### src/rtl/strap_rst_ctrl.sv
// Reset/strap controller: glitch-filtered N-source reset, stretched system reset, debounced strap lock.
// Optional macro STRAP_RST_CAUSE_EN adds reset-cause capture outputs (rst_cause_o, por_o).
module strap_rst_ctrl #(
  parameter int unsigned NumRstSrc         = 3,
  parameter int unsigned NumStraps         = 2,
  parameter int unsigned FilterCycles      = 8,
  parameter int unsigned StretchCycles     = 32,
  parameter int unsigned StrapStableCycles = 16
) (
  input  logic                 clk_i,
  input  logic                 rst_i,
  input  logic [NumRstSrc-1:0] rst_req_ni,
  input  logic [NumStraps-1:0] strap_i,
  output logic                 rst_sys_no,
  output logic [NumStraps-1:0] strap_o,
  output logic                 strap_valid_o,
  output logic                 dbg_spi_sel_o,
  output logic                 busy_o
`ifdef STRAP_RST_CAUSE_EN
  ,
  output logic [NumRstSrc-1:0] rst_cause_o,
  output logic                 por_o
`endif
);

  localparam int unsigned FiltW = $clog2(FilterCycles + 1);
  localparam int unsigned StrW  = $clog2(StretchCycles + 1);
  localparam int unsigned StbW  = $clog2(StrapStableCycles + 1);

  typedef enum logic [1:0] {
    ST_ASSERT  = 2'd0,
    ST_STRETCH = 2'd1,
    ST_SAMPLE  = 2'd2,
    ST_RUN     = 2'd3
  } state_e;

  logic [NumRstSrc-1:0] r_req_s1, r_req_s2;
  logic [NumStraps-1:0] r_strap_s1, r_strap_s2, r_strap_prev;
  logic [NumRstSrc-1:0] w_req_hit;
  logic                 w_req_any;

  state_e               r_state, w_state_next;
  logic [StrW-1:0]      r_str_cnt, w_str_cnt_next;
  logic [StbW-1:0]      r_stb_cnt, w_stb_cnt_next;
  logic                 w_latch;

  logic                 r_rst_sys_n, r_strap_valid, r_dbg_spi_sel, r_busy;
  logic [NumStraps-1:0] r_strap;

  // Two-flop synchronisers; requests idle high, straps idle low
  always_ff @(posedge clk_i) begin
    if (rst_i) begin
      r_req_s1     <= '1;
      r_req_s2     <= '1;
      r_strap_s1   <= '0;
      r_strap_s2   <= '0;
      r_strap_prev <= '0;
    end else begin
      r_req_s1     <= rst_req_ni;
      r_req_s2     <= r_req_s1;
      r_strap_s1   <= strap_i;
      r_strap_s2   <= r_strap_s1;
      r_strap_prev <= r_strap_s2;
    end
  end

  for (genvar g = 0; g < NumRstSrc; g++) begin : g_filt
    logic [FiltW-1:0] r_filt_cnt;

    always_ff @(posedge clk_i) begin
      if (rst_i || r_req_s2[g]) begin
        r_filt_cnt <= '0;
      end else if (!w_req_hit[g]) begin
        r_filt_cnt <= r_filt_cnt + FiltW'(1);
      end
    end

    assign w_req_hit[g] = (r_filt_cnt == FiltW'(FilterCycles));
  end

  assign w_req_any = |w_req_hit;

  always_ff @(posedge clk_i) begin
    if (rst_i) begin
      r_state   <= ST_ASSERT;
      r_str_cnt <= '0;
      r_stb_cnt <= '0;
    end else begin
      r_state   <= w_state_next;
      r_str_cnt <= w_str_cnt_next;
      r_stb_cnt <= w_stb_cnt_next;
    end
  end

  // A live request outranks every transition, including leaving ASSERT
  always_comb begin
    w_state_next   = r_state;
    w_str_cnt_next = '0;
    w_stb_cnt_next = '0;
    w_latch        = 1'b0;
    case (r_state)
      ST_ASSERT: begin
        if (!w_req_any) w_state_next = ST_STRETCH;
      end
      ST_STRETCH: begin
        if (w_req_any) begin
          w_str_cnt_next = '0;
        end else if (r_str_cnt == StrW'(StretchCycles - 1)) begin
          w_state_next = ST_SAMPLE;
        end else begin
          w_str_cnt_next = r_str_cnt + StrW'(1);
        end
      end
      ST_SAMPLE: begin
        if (w_req_any) begin
          w_state_next = ST_ASSERT;
        end else if (r_strap_s2 != r_strap_prev) begin
          w_stb_cnt_next = '0;
        end else if (r_stb_cnt == StbW'(StrapStableCycles - 1)) begin
          w_latch      = 1'b1;
          w_state_next = ST_RUN;
        end else begin
          w_stb_cnt_next = r_stb_cnt + StbW'(1);
        end
      end
      ST_RUN: begin
        if (w_req_any) w_state_next = ST_ASSERT;
      end
      default: w_state_next = ST_ASSERT;
    endcase
  end

  // Outputs follow the next state so rst_sys_no moves on the transition edge
  always_ff @(posedge clk_i) begin
    if (rst_i) begin
      r_rst_sys_n   <= 1'b0;
      r_strap       <= '0;
      r_strap_valid <= 1'b0;
      r_dbg_spi_sel <= 1'b0;
      r_busy        <= 1'b1;
    end else begin
      r_rst_sys_n   <= (w_state_next == ST_RUN);
      r_strap_valid <= (w_state_next == ST_RUN);
      r_busy        <= (w_state_next != ST_RUN);
      r_dbg_spi_sel <= (w_state_next == ST_RUN) && (w_latch ? r_strap_s2[0] : r_strap[0]);
      if (w_latch) r_strap <= r_strap_s2;
    end
  end

  assign rst_sys_no    = r_rst_sys_n;
  assign strap_o       = r_strap;
  assign strap_valid_o = r_strap_valid;
  assign dbg_spi_sel_o = r_dbg_spi_sel;
  assign busy_o        = r_busy;

`ifdef STRAP_RST_CAUSE_EN
  logic [NumRstSrc-1:0] r_rst_cause;
  logic                 r_por;

  always_ff @(posedge clk_i) begin
    if (rst_i) begin
      r_rst_cause <= '0;
      r_por       <= 1'b1;
    end else if ((r_state != ST_ASSERT) && (w_state_next == ST_ASSERT)) begin
      r_rst_cause <= w_req_hit;
      r_por       <= 1'b0;
    end
  end

  assign rst_cause_o = r_rst_cause;
  assign por_o       = r_por;
`endif

endmodule

### config.mk
export PLATFORM = sky130hd
export DESIGN_NAME = strap_rst_ctrl
export DESIGN_NICKNAME = d
export VERILOG_FILES = /design/src/rtl/strap_rst_ctrl.sv
export SDC_FILE = /design/constraint.sdc
export NUM_CORES = 1
export LEC_CHECK = 0
export ABC_AREA = 1
export CORE_MARGIN = 3
export CORE_UTILIZATION = 60
export DETAILED_ROUTE_END_ITERATION = 8
export PLACE_DENSITY = 0.82
export SLEW_MARGIN = 5
export SYNTH_ARGS = -nofsm -noshare
export SYNTH_HDL_FRONTEND = slang
export SYNTH_SLANG_ARGS = --single-unit
### constraint.sdc
create_clock -name clk_i -period 4 [get_ports clk_i]
set_input_delay 0.8 -clock clk_i [delete_from_list [all_inputs] [get_ports clk_i]]
set_output_delay 0.8 -clock clk_i [all_outputs]
set_load 0.03 [all_outputs]
== After elaboration in Yosys (flattened, before gate mapping) ==
Cells that the tools add are included.
Cells by class
  $add $sub $neg: 5
  muxes and demuxes: 13
  bitwise operators: 2
  equal/unequal tests: 11
  reductions and logical operators: 8
Operators by type and width (number)
  $mux 2: 7
  $add 4x1->4 const B: 3
  $eq 4x4->1 const B: 3
  $pmux 2 s4: 1
  $reduce_or 7->1: 1
  $add 6x1->6 const B: 1
  $eq 2x2->1 const B: 3
  $eq 6x5->1 const B: 1
  $reduce_or 6->1: 1
  $add 5x1->5 const B: 1
  $eq 5x4->1 const B: 1
  $mux 1: 5
  $logic_or 1x1->1: 3
  $reduce_or 3->1: 1
  $eq 2x1->1 const B: 1
  $logic_not 2->1: 1
  $ne 2x2->1: 1
  $ne 2x2->1 const B: 1
  $not 1->1: 2
  $logic_and 1x1->1: 1
Storage, ports and cells
  input port bits: 7
  logic and storage cells: 54
  output and inout port bits: 6
  register bits after elaboration: 42

== Longest topological paths before layout ==
  depth after elaboration: 7
  mapped depth: 10
  depth with buffers taken out: 10

== Least setup slack after synthesis ==
No wires, ideal clock.
  path type: reg-to-output
  start point: register r_strap_valid (netlist: strap_valid_o)
  end point: output port strap_valid_o
  data required time: 3.200 ns
  cell stages (with the launch flop): 2
  arrival: 0.700 ns
  path buffers: 1
  path slack: 2.500 ns
  cell sequence: dfxtp_1 buf_4
RTL lines
  start, declared: RTL line 47  | logic r_rst_sys_n, r_strap_valid, r_dbg_spi_sel, r_busy;
  start signal, assigned: RTL line 143  | r_strap_valid <= (w_state_next == ST_RUN);
  end, declared: RTL line 16  | output logic strap_valid_o,
No word-level cell between the ends.

== Worst setup path after layout ==
  start point: register r_strap[1] (netlist: strap_o[1])
  end point: output port strap_o[1]
RTL lines
  start, declared: RTL line 48  | logic [NumStraps-1:0] r_strap;
  start signal, assigned: RTL line 146  | if (w_latch) r_strap <= r_strap_s2;
  end, declared: RTL line 15  | output logic [NumStraps-1:0] strap_o,
No word-level cell between the ends.

==> out/results.ini <==
[global_route]
grt.met2_usage_pct=34.3
antenna_found_initial=0
grt_overflow=0
grt_max_degree=25
grt_pass1_vias=1189
grt_util_met3_pct=7.41
grtUsageTotal_pct=18.7
met1_usage_pct=19.0
grt_first_pass_wirelength_um=4910
grt-busiest-layer=met2

[placed_design]
gp_congestion=0.687
placed_cell_area_um2=1860
dp_hpwl_um=2140
port_buffers=12
pre_cts_slack_ps=1600

[route]
final_antenna_net_count=0
avgRoutedWirePerCell_um=11.9
totalWireLength_um=2810
dr.pass1.iters=4
vias=1201
vias_per_cell=5.07
drtIter0Drc=35
drc=0

[clock_network]
cts_tree=done
path_clk_slew_ps=120
htreeDepth=2
post-cts-setup-buffer-count=0
numCtsBuffers=5
cts_max_path_buffers=2
root_buffer=clkbuf_4
cts-hold-fix-buffers=0
ctsResizeCount=0
cts.sinks=42
clk_latency_ps=350

[worst_setup_path]
crit_path_start_kind=flip-flop
setup.worst_path.end=strap_o[1]
cp_max_fo=2
cp_top_family=buffers and inverters
worstSetupStartpoint=strap_o[1]
max_stage_delay_ps=690
r2r_start=r_stb_cnt[0]
path_buf_inv=1
reg2reg_depth=10
arrival_ps=1400
rr_endpoint=busy_o
rrSetupSlack_ps=2400
worstSetupPathDepth=1
critPathKind=flip-flop to primary output
endpoint_kind=primary output
required_ps=3200
crit_chain=clkdlybuf4s50_1
critPathSlowestCell=clkdlybuf4s50_1

[yosys]
yosysUniqueCellTypes=29
syn_inst=190
syn_avg_cell_area_um2=9.05
ys_ff_latch=42
yosys.area.top_type=dfxtp_1
synth_area_leaders=dfxtp_1 49%, ha_1 6.5%, inv_1 5.5%, nor2_1 5.0%, a21oi_1 3.5%
synth.net_count=206
ys_seq_area_share_pct=48.9
yosysWarnings=0
synth_top_area_share_pct=48.9
synth_area_um2=1720

[floorplanning]
io_pins=13
core_um2=2590
row_count=18
fp.dieH_um=59.5
design.die.area_um2=3550
initial_core_util_pct=66.4
dieWidth_um=59.5

[timing]
finalClockSkew_ps=10.8
final_hold_viol_count=0
setup_viol=0
setup_slack_ps=1800
finalCriticalPeriod_ps=2200
final_max_slew_viol_count=0
post-route-period-util_pct=54.9
fmax_mhz=455
worst_pin_slew_ps=865
fin_tns_setup_ps=0
rsz0062_at_grt=no
relSlewSlack_pct=42.1

[power_and_ir_drop]
power.total_mw=0.803
leakage_nw=0.794
powerDensity_nw_per_um2=407
ir_drop_mv=0.391

[final_layout]
final_cell_area_um2=1970
final_cell_mix=42 x dfxtp_1, 25 x inv_1, 23 x nor2_1
final_util_pct=76.2
area_growth_pct=14.7
fin_nets=222
drive_gt1_share_pct=18.4
diodes=0
layout_commonest_cell=dfxtp_1

[run]
cap_violations=0

[outcome]
status=completed

[worst_hold_path]
worstHoldPathType=flip-flop to flip-flop

cells by family after synthesis:
group | after synthesis | synth area share, %
simple gates | 75 | 25.7
buf+inv | 33 | 7.64
compound gates | 22 | 6.62
xor+xnor | 9 | 4.58
fa+ha+maj | 9 | 6.55
flops | 42 | 48.9
cell usage after synthesis (all sizes together):
library cell / count
a21oi: 13
and3: 2
buf: 2
clkbuf: 1
dfxtp: 42
ha: 9
inv: 30
nand2: 20
nand3: 10
nand4: 2
nor2: 28
nor3: 5
nor4: 2
o21ai: 9
or2: 6
xnor2: 4
xor2: 5
power breakdown:
part / switching, mW / total (mW) / internal (mW) / leakage, nW
sequential: 0.00371 / 0.430 / 0.426 / 0.342
combinational: 0.0147 / 0.0272 / 0.0125 / 0.394
clock: 0.134 / 0.346 / 0.212 / 0.0585
total: 0.153 / 0.803 / 0.650 / 0.794
flip-flops by register name (all words and copies together), names as in the netlist:
name and cells:
busy_o 1, r_req_s1 3, r_stb_cnt 5, strap_valid_o 1
strap_o 2, r_req_s2 3, r_strap_s2 2, r_state 2
r_str_cnt 6, dbg_spi_sel_o 1, g_filt.r_filt_cnt 12, r_strap_prev 2
r_strap_s1 2
per-stage QoR:
| stage | instances | hold WS, ps |
|---|---|---|
| after floorplan | 190 | 388 |
| after global placement | 229 | 392 |
| after detailed placement | 229 | 393 |
| after CTS | 237 | 411 |
| after global routing | 237 | 426 |
| final | 237 | 409 |
area by class of cell:
type	instances	area, µm²
clock buffer	6	51.3
clock inverter	2	60.1
fill	185	617
inverter	30	115
multi-input combinational	115	748
sequential	42	841
tap	30	37.5
timing repair buffer	12	120
worst min path at each step:
stage,depth (start not counted),endpoint,slack (ps),startpoint
floorplan,2,r_strap_s2[0],390,r_strap_s1[0]
global placement,1,r_req_s2[2],390,r_req_s1[2]
detailed placement,2,r_strap_s2[1],390,r_strap_s1[1]
CTS,2,r_strap_s2[1],410,r_strap_s1[1]
global route,2,r_strap_s2[1],430,r_strap_s1[1]
finish,2,r_strap_s2[1],410,r_strap_s1[1]
routing by layer:
metal	vias to the layer above	wire, µm
met5	-	0
met4	0	45
met3	6	107
met2	15	1500
met1	552	1160
li1	628	-
No activity file was read; power rests on OpenSTA's default activity.
